--- src/rtl/fetch_unit.sv ---
// Program counter and IF/ID pipeline register for the MIPS core front end.
// Fetches from instruction memory and handles redirects, stalls, SYSCALL halt and bad-PC faults.
module fetch_unit #(
  parameter logic [31:0] RESET_PC   = 32'h0040_0000,
  parameter int unsigned TEXT_WORDS = 4096,
  parameter logic [31:0] HALT_INSTR = 32'h0000_000C
) (
  input  logic        clk,
  input  logic        rst_n,
  input  logic        init_mode,
  input  logic        stall,
  input  logic        redirect_valid,
  input  logic [31:0] redirect_target,
  output logic [31:0] imem_addr,
  input  logic [31:0] imem_instr,
  output logic        if_id_valid,
  output logic [31:0] if_id_instr,
  output logic [31:0] if_id_pc4,
  output logic        halted,
  output logic        fetch_fault,
  output logic [1:0]  state_dbg
);

  typedef enum logic [1:0] {
    S_IDLE   = 2'd0,
    S_RUN    = 2'd1,
    S_HALTED = 2'd2,
    S_FAULT  = 2'd3
  } state_t;

  // 33-bit end bound so a text segment ending at 4 GiB does not wrap.
  localparam logic [32:0] TEXT_END = {1'b0, RESET_PC} + (33'(TEXT_WORDS) * 33'd4);

  state_t      state, state_n;
  logic [31:0] pc, pc_n;
  logic        valid_n;
  logic [31:0] instr_n;
  logic [31:0] pc4_n;
  logic        halted_n;
  logic        fault_n;
  logic [31:0] pc_plus4;
  logic        pc_bad;

  assign imem_addr = pc;
  assign state_dbg = state;
  assign pc_plus4  = pc + 32'd4;
  assign pc_bad    = (pc[1:0] != 2'b00) || (pc < RESET_PC) || ({1'b0, pc} >= TEXT_END);

  always_ff @(posedge clk or negedge rst_n) begin
    if (!rst_n) begin
      state       <= S_IDLE;
      pc          <= RESET_PC;
      if_id_valid <= 1'b0;
      if_id_instr <= 32'h0;
      if_id_pc4   <= 32'h0;
      halted      <= 1'b0;
      fetch_fault <= 1'b0;
    end else begin
      state       <= state_n;
      pc          <= pc_n;
      if_id_valid <= valid_n;
      if_id_instr <= instr_n;
      if_id_pc4   <= pc4_n;
      halted      <= halted_n;
      fetch_fault <= fault_n;
    end
  end

  // redirect_valid is a one-cycle strobe with no back-pressure: in RUN it is always
  // taken that edge and overrides stall; stall only freezes pc and IF/ID.
  always_comb begin
    state_n  = state;
    pc_n     = pc;
    valid_n  = if_id_valid;
    instr_n  = if_id_instr;
    pc4_n    = if_id_pc4;
    halted_n = halted;
    fault_n  = fetch_fault;

    if (init_mode) begin
      state_n  = S_IDLE;
      pc_n     = RESET_PC;
      valid_n  = 1'b0;
      instr_n  = 32'h0;
      pc4_n    = 32'h0;
      halted_n = 1'b0;
      fault_n  = 1'b0;
    end else begin
      case (state)
        S_IDLE: state_n = S_RUN;
        S_RUN: begin
          if (redirect_valid) begin
            pc_n    = redirect_target;
            valid_n = 1'b0;
            instr_n = 32'h0;
          end else if (pc_bad) begin
            state_n = S_FAULT;
            fault_n = 1'b1;
            valid_n = 1'b0;
            instr_n = 32'h0;
          end else if (!stall) begin
            valid_n = 1'b1;
            instr_n = imem_instr;
            pc4_n   = pc_plus4;
            pc_n    = pc_plus4;
            if (imem_instr == HALT_INSTR) begin
              state_n  = S_HALTED;
              halted_n = 1'b1;
            end
          end
        end
        S_HALTED: begin
          if (!stall) begin
            valid_n = 1'b0;
            instr_n = 32'h0;
          end
        end
        S_FAULT: begin
          valid_n = 1'b0;
          instr_n = 32'h0;
        end
        default: state_n = S_IDLE;
      endcase
    end
  end

endmodule

--- config.mk ---
export PLATFORM = sky130hd
export DESIGN_NAME = fetch_unit
export DESIGN_NICKNAME = d
export VERILOG_FILES = /design/src/rtl/fetch_unit.sv
export SDC_FILE = /design/constraint.sdc
export NUM_CORES = 1
export LEC_CHECK = 0
export ABC_AREA = 1
export ABC_CLOCK_PERIOD_IN_PS = 1580
export BUFFER_PORTS_ARGS = -buffer_cell sky130_fd_sc_hd__buf_2
export CORE_UTILIZATION = 40
export CTS_BUF_LIST = sky130_fd_sc_hd__clkbuf_8
export CTS_CLUSTER_DIAMETER = 200
export DETAILED_ROUTE_END_ITERATION = 10
export PLACE_DENSITY = 0.69
export SLEW_MARGIN = 15
export SYNTH_ARGS = -nofsm -noshare
export SYNTH_HDL_FRONTEND = slang
export SYNTH_SLANG_ARGS = --single-unit
export TNS_END_PERCENT = 50
--- constraint.sdc ---
create_clock -name clk -period 1.58 [get_ports clk]
set_input_delay 0.079 -clock clk [delete_from_list [all_inputs] [get_ports clk]]
set_output_delay 0.079 -clock clk [all_outputs]
set_load 0.005 [all_outputs]
Yosys cells after proc, flatten, opt, wreduce, memory -nomap -nowiden
Index checks and enable logic that the tools add are counted.
W data, S select, Z words.
- register bits after elaboration: 101
- word-level logic and storage cells: 75
- input port bits: 69
- output and inout port bits: 101
- equality and inequality tests: 14
- $add $sub $neg: 1
- reductions and logical operators: 15
- $lt $le $gt $ge: 2
- multiplexer cells: 36
- operators with widths (operator ; count):
    $mux W32 ; 13
    $pmux W32 S3 ; 1
    $add A32 B3 Y32 const B ; 1
    $eq A32 B4 Y1 const B ; 1
    $ge A32 B23 Y1 const B ; 1
    $lt A32 B23 Y1 const B ; 1
    $mux W1 ; 15
    $mux W2 ; 5
    $ne A3 B3 Y1 const B ; 3
    $reduce_and A3 Y1 ; 3
    $ne A4 B4 Y1 const B ; 2
    $reduce_and A4 Y1 ; 2
    $reduce_bool A2 Y1 ; 4
    $ne A2 B2 Y1 const B ; 3
    $ne A5 B5 Y1 const B ; 1
    $reduce_and A5 Y1 ; 1
    $eq A2 B2 Y1 const B ; 2
    $pmux W2 S2 ; 1
    $reduce_bool A4 Y1 ; 1
    $ne A3 B2 Y1 const B ; 1
    $pmux W1 S3 ; 1
    $reduce_bool A3 Y1 ; 1
    $eq A2 B1 Y1 const B ; 1
    $logic_not A2 Y1 ; 1
    $logic_or A1 B1 Y1 ; 2

Longest topological paths before layout
- depth in word-level cells: 7
- depth in mapped cells: 11

Least setup slack after synthesis
No wires, ideal clock.
- path type: reg2reg
- from: register pc[22], in the netlist imem_addr[22]
- to: register pc[23], in the netlist imem_addr[23]
- setup slack: -0.083 ns
- stages on the path, launching flop included: 11
- arrival time: 1.544 ns
- library setup time: 0.120 ns
- path through: dfstp_2 > inv_1 > nor2_1 > nand2_1 > nor2_1 > nand3_2 > a21oi_2 > buf_2 > o21ai_0 > o21ai_0 > inv_1
- word-level cells in the longest chain between the ends: 6
- elaborated cells on any way between the ends: 12
- those cells by class: 1 x add/sub; 2 x order compare; 1 x eq/ne; 5 x mux; 3 x reduce/logical
- ends and longest elaborated chain (item ; RTL line ; text):
    from (decl) ; 35 ; logic [31:0] pc, pc_n;
    from (signal assigned) ; 60 ; pc <= pc_n;
    $add A32 B3 Y32 ; 46 ; assign pc_plus4 = pc + 32'd4;
    $mux W32 ; 101 ; end else if (!stall) begin
    $mux W32 ; 96 ; end else if (pc_bad) begin
    $mux W32 ; 92 ; if (redirect_valid) begin
    $mux W32 ; 89 ; case (state)
    $mux W32 ; 80 ; if (init_mode) begin
Several ways; a longest one is shown, not always the timed one. The select of a mux whose other input is x is not followed.
A chain may end at the register's enable or synchronous reset.

Final worst setup path
- from: register pc[22], in the netlist imem_addr[22]
- to: register if_id_instr[30]
- word-level cells in the longest chain between the ends: 7
- elaborated cells on any way between the ends: 10
- those cells by class: 2 x order compare; 1 x eq/ne; 4 x mux; 3 x reduce/logical
- ends and longest elaborated chain (item ; RTL line ; text):
    $lt A32 B23 Y1 ; 47 ; assign pc_bad = (pc[1:0] != 2'b00) || (pc < RESET_PC) || ({1'b0, pc} >= TEXT_END);
    $logic_or A1 B1 Y1 ; 47 ;
    $logic_or A1 B1 Y1 * ; 47 ;
    $mux W32 ; 96 ;
    $mux W32 ; 92 ;
    $pmux W32 S3 ; 89 ;
    $mux W32 ; 80 ;
    to (signal assigned) ; 62 ; if_id_instr <= instr_n;
    to (decl) ; 17 ; output logic [31:0] if_id_instr,
Mark *: on every way between the ends. The rest lies on a longest branch, timed or not.

==> impl_results.md <==
* Outcome: finished with violations
* Violated checks: DRC, setup timing
* Rel. slew slack at 0.607
* Max-cap viol count at 0
* Flops & latches, synth at 101
* Post-Syn Nets at 641
* Pre-antenna DRT Iters at 9
* DR vias at 4,795
* Least-Margin Pin Slew at 0.589 ns
* Worst setup SP type: flip-flop
* Core area at 11,500 sq um
* Internal Power at 4.61 mW
* Slew Limit Fails at 0
* Grt met3 use at 0.0388
* CP max stage cell: dfstp_2
* Gr usage total at 0.225
* Clock transition at path regs at 0.09 ns
* Seq pwr share at 0.443
* CTS Root Cell: clkbuf_8
* DRC Markers at 30
* Vias in the first global route at 4,544
* Largest cells by area after synthesis: dfrtp_1 53%, nand2_1 13%, o21ai_0 5.3%
* Crit path required time at 1.90 ns
* Gr ovfl total at 0
* Unrepaired setup endpoints after global routing: yes
* Initial DRC count at 524
* Peak Freq at 0.579 GHz
* CP Capture Type: flip-flop
* Worst-path maximum fanout at 33
* Die area at 12,300 sq um
* Largest net degree at the start of global routing at 43
* Die Span Y at 111 microns
* Final setup viols at 78
* Sequential area share after synthesis at 0.532
* Post-layout min period at 1.73 ns
* Avg Cell Area, Syn at 8.33 sq um
* H-tree levels at 3
* Layout cells sized above 1 at 0.354
* Area share of the largest cell type after synthesis at 0.527
* Area Overhead vs Synth at 48.6%
* Cells after Synth at 570
* Row count at 39
* CTS tree: built
* GRT met2 Usage at 0.364
* Skew-Pair Late Insertion Delay at 0.38 ns
* Power Density at 933 nW/um^2
* Per-cell routed wire length at 14.0 microns
* Final worst slack at -0.149 ns
* Area of the multi-input gates at 1960 sq um
* EDFF count, synth at 0
* Crit share post-route at 1.09
* Met1 Usage GRT at 0.299
* Final ANT Viol Nets at 0
* Synth cell types at 33
* FFs w/ async S/R, synth at 1.00
* Routed wire length at 13,800 microns
* Delay of the slowest critical-path stage at 0.54 ns
* Post-Route Skew at 0.0184 ns
* Final net count at 908
* Hold Path Class: input port to flip-flop
* Cell taking the most area after synthesis: dfrtp_1
* # fillers at 986
* CTS max path bufs at 2
* Register Area at 2530 sq um
* Chip width at 111 microns
* Dpl hpwl at 9430 microns
* Setup TNS at -7.67 ns
* I/O pins at 170
* Gpl congestion at 0.842
* Initial core utilization at 0.413
* Ys flop type: dfrtp_1
* Clock sink count at 101
* Synth warn at 0
* CP cell instances: inv_2, nor2_2, nand2_1, nor2_2, nand3_2, buf_6, nor2_4, buf_12, nand4_1, nand2_1
* Count of input and output buffers at 169
* Initial antenna violation count at 1
* First-pass GRT wire length at 22,000 microns
* Crit Path Class: flip-flop to flip-flop
* Post-synth top cells: 167 x nand2_1, 100 x dfrtp_1, 59 x inv_1, 51 x nor2_1, 50 x o21ai_0
* Most common cell in the netlist: nand2_1
* Cell Area, Synth at 4750 sq um
* Final Hold Fails at 0
* Lkg Pwr at 3.96 nW
* GRT busiest layer: met2
* Worst EP arrival at 2.05 ns
* Switching part of the total at 0.300
* Net Sw Power at 1.98 mW
* WHS at 0.0176 ns
* Comb power frac at 0.284
* CTS Buf Count at 9
* Number of vias per cell at 4.87
* Clk network pwr share at 0.273
* Final core utilization at 0.613
* VDD IR-drop max at 541 uV
[per-stage QoR]
step	cells	area [sq um]	power, mW	setup WS [ns]
3_5_place_dp	920	6200	4.58	-0.191
3_3_place_gp	920	6200	4.54	-0.130
4_1_cts	980	6920	6.55	-0.157
5_1_grt	985	7060	6.96	-0.243
6_report	985	7060	6.59	-0.149
2_1_floorplan	570	4800	3.67	-0.0309
[worst max-delay path: cells and delay by family (launching register included)]
family                 cells  cell delay, ns
and+or+nand+nor            7            0.70
DFF                        1            0.54
buffers and inverters      3            0.41
[cells in the final DEF (no fill, tap or decap), drive strengths merged, types with 2 or more instances in the layout]
master / n
a21boi: 18
a21oi: 2
a22oi: 2
buf: 239
bufinv: 2
clkbuf: 12
dfrtp: 100
dlygate4sd3: 40
ha: 2
inv: 65
nand2: 170
nand3: 15
nand4: 36
nor2: 54
nor3: 3
o21ai: 66
xnor2: 2
xor2: 5
[state kept, by name, summed over array words and instances, names as in the netlist]
name	cells
imem_addr	32
state_dbg	2
halted	1
if_id_valid	1
if_id_pc4	32
if_id_instr	32
fetch_fault	1
[layout make-up]
cell class / count / area share
Clock inverter: 5 / 0.0108
Tap cell: 143 / 0.0253
Multi-Input combinational cell: 380 / 0.277
Sequential cell: 101 / 0.358
Clock buffer: 10 / 0.0195
Timing Repair Buffer: 281 / 0.275
Antenna cell: 1 / 0.000354
Inverter: 64 / 0.0340
[kinds of logic (layout without fill, tap and decap cells)]
| logic type | Yosys count | in the layout | share of synthesized area |
|---|---|---|---|
| AOI/OAI and AO/OA | 90 | 90 | 0.117 |
| and+or+nand+nor | 281 | 281 | 0.255 |
| xor gates and xnor gates | 7 | 7 | 0.0129 |
| adders and majority gates | 2 | 2 | 0.00527 |
| other | 0 | 1 | 0 |
| DFF | 101 | 101 | 0.532 |
| buffers and inverters | 89 | 360 | 0.0782 |
[layer usage]
| metal | routed length [microns] | part of all wire |
|---|---|---|
| met1 | 6060 | 0.44 |
| met2 | 6730 | 0.49 |
| met3 | 772 | 0.056 |
| met4 | 218 | 0.016 |
| met5 | 0 | 0 |
[power by group through the flow]
stage	Combinational [mW]	Clock [mW]	Sequential, mW
5_1_grt	2.07	1.94	2.95
2_1_floorplan	0.658	0	3.01
3_5_place_dp	1.61	0	2.97
3_3_place_gp	1.58	0	2.96
4_1_cts	1.78	1.85	2.92
6_report	1.87	1.80	2.92
[final timing paths]
check | start | end | slack, ns | cells past startpoint
max | imem_addr[22] | if_id_instr[30] | -0.15 | 10
min | redirect_target[12] | imem_addr[12] | 0.02 | 5
max reg2reg | imem_addr[22] | if_id_instr[30] | -0.15 | 10
min reg2reg | if_id_instr[1] | if_id_instr[1] | 0.48 | 2
max in group asynchronous | rst_n | imem_addr[22] | 0.68 | 3
min in group asynchronous | rst_n | imem_addr[5] | 0.23 | 2
[what timing repair did]
action | in CTS | in global routing
resized for setup | 43 | 35
pin swaps | 3 | 2
setup buffers | 3 | 2
endpoints found under the hold margin | 75 | 0
endpoints found under the setup margin | 97 | 98
hold buffers | 40 | 0
gates cloned | 2 | 3
(Power assumes the default switching activity.)
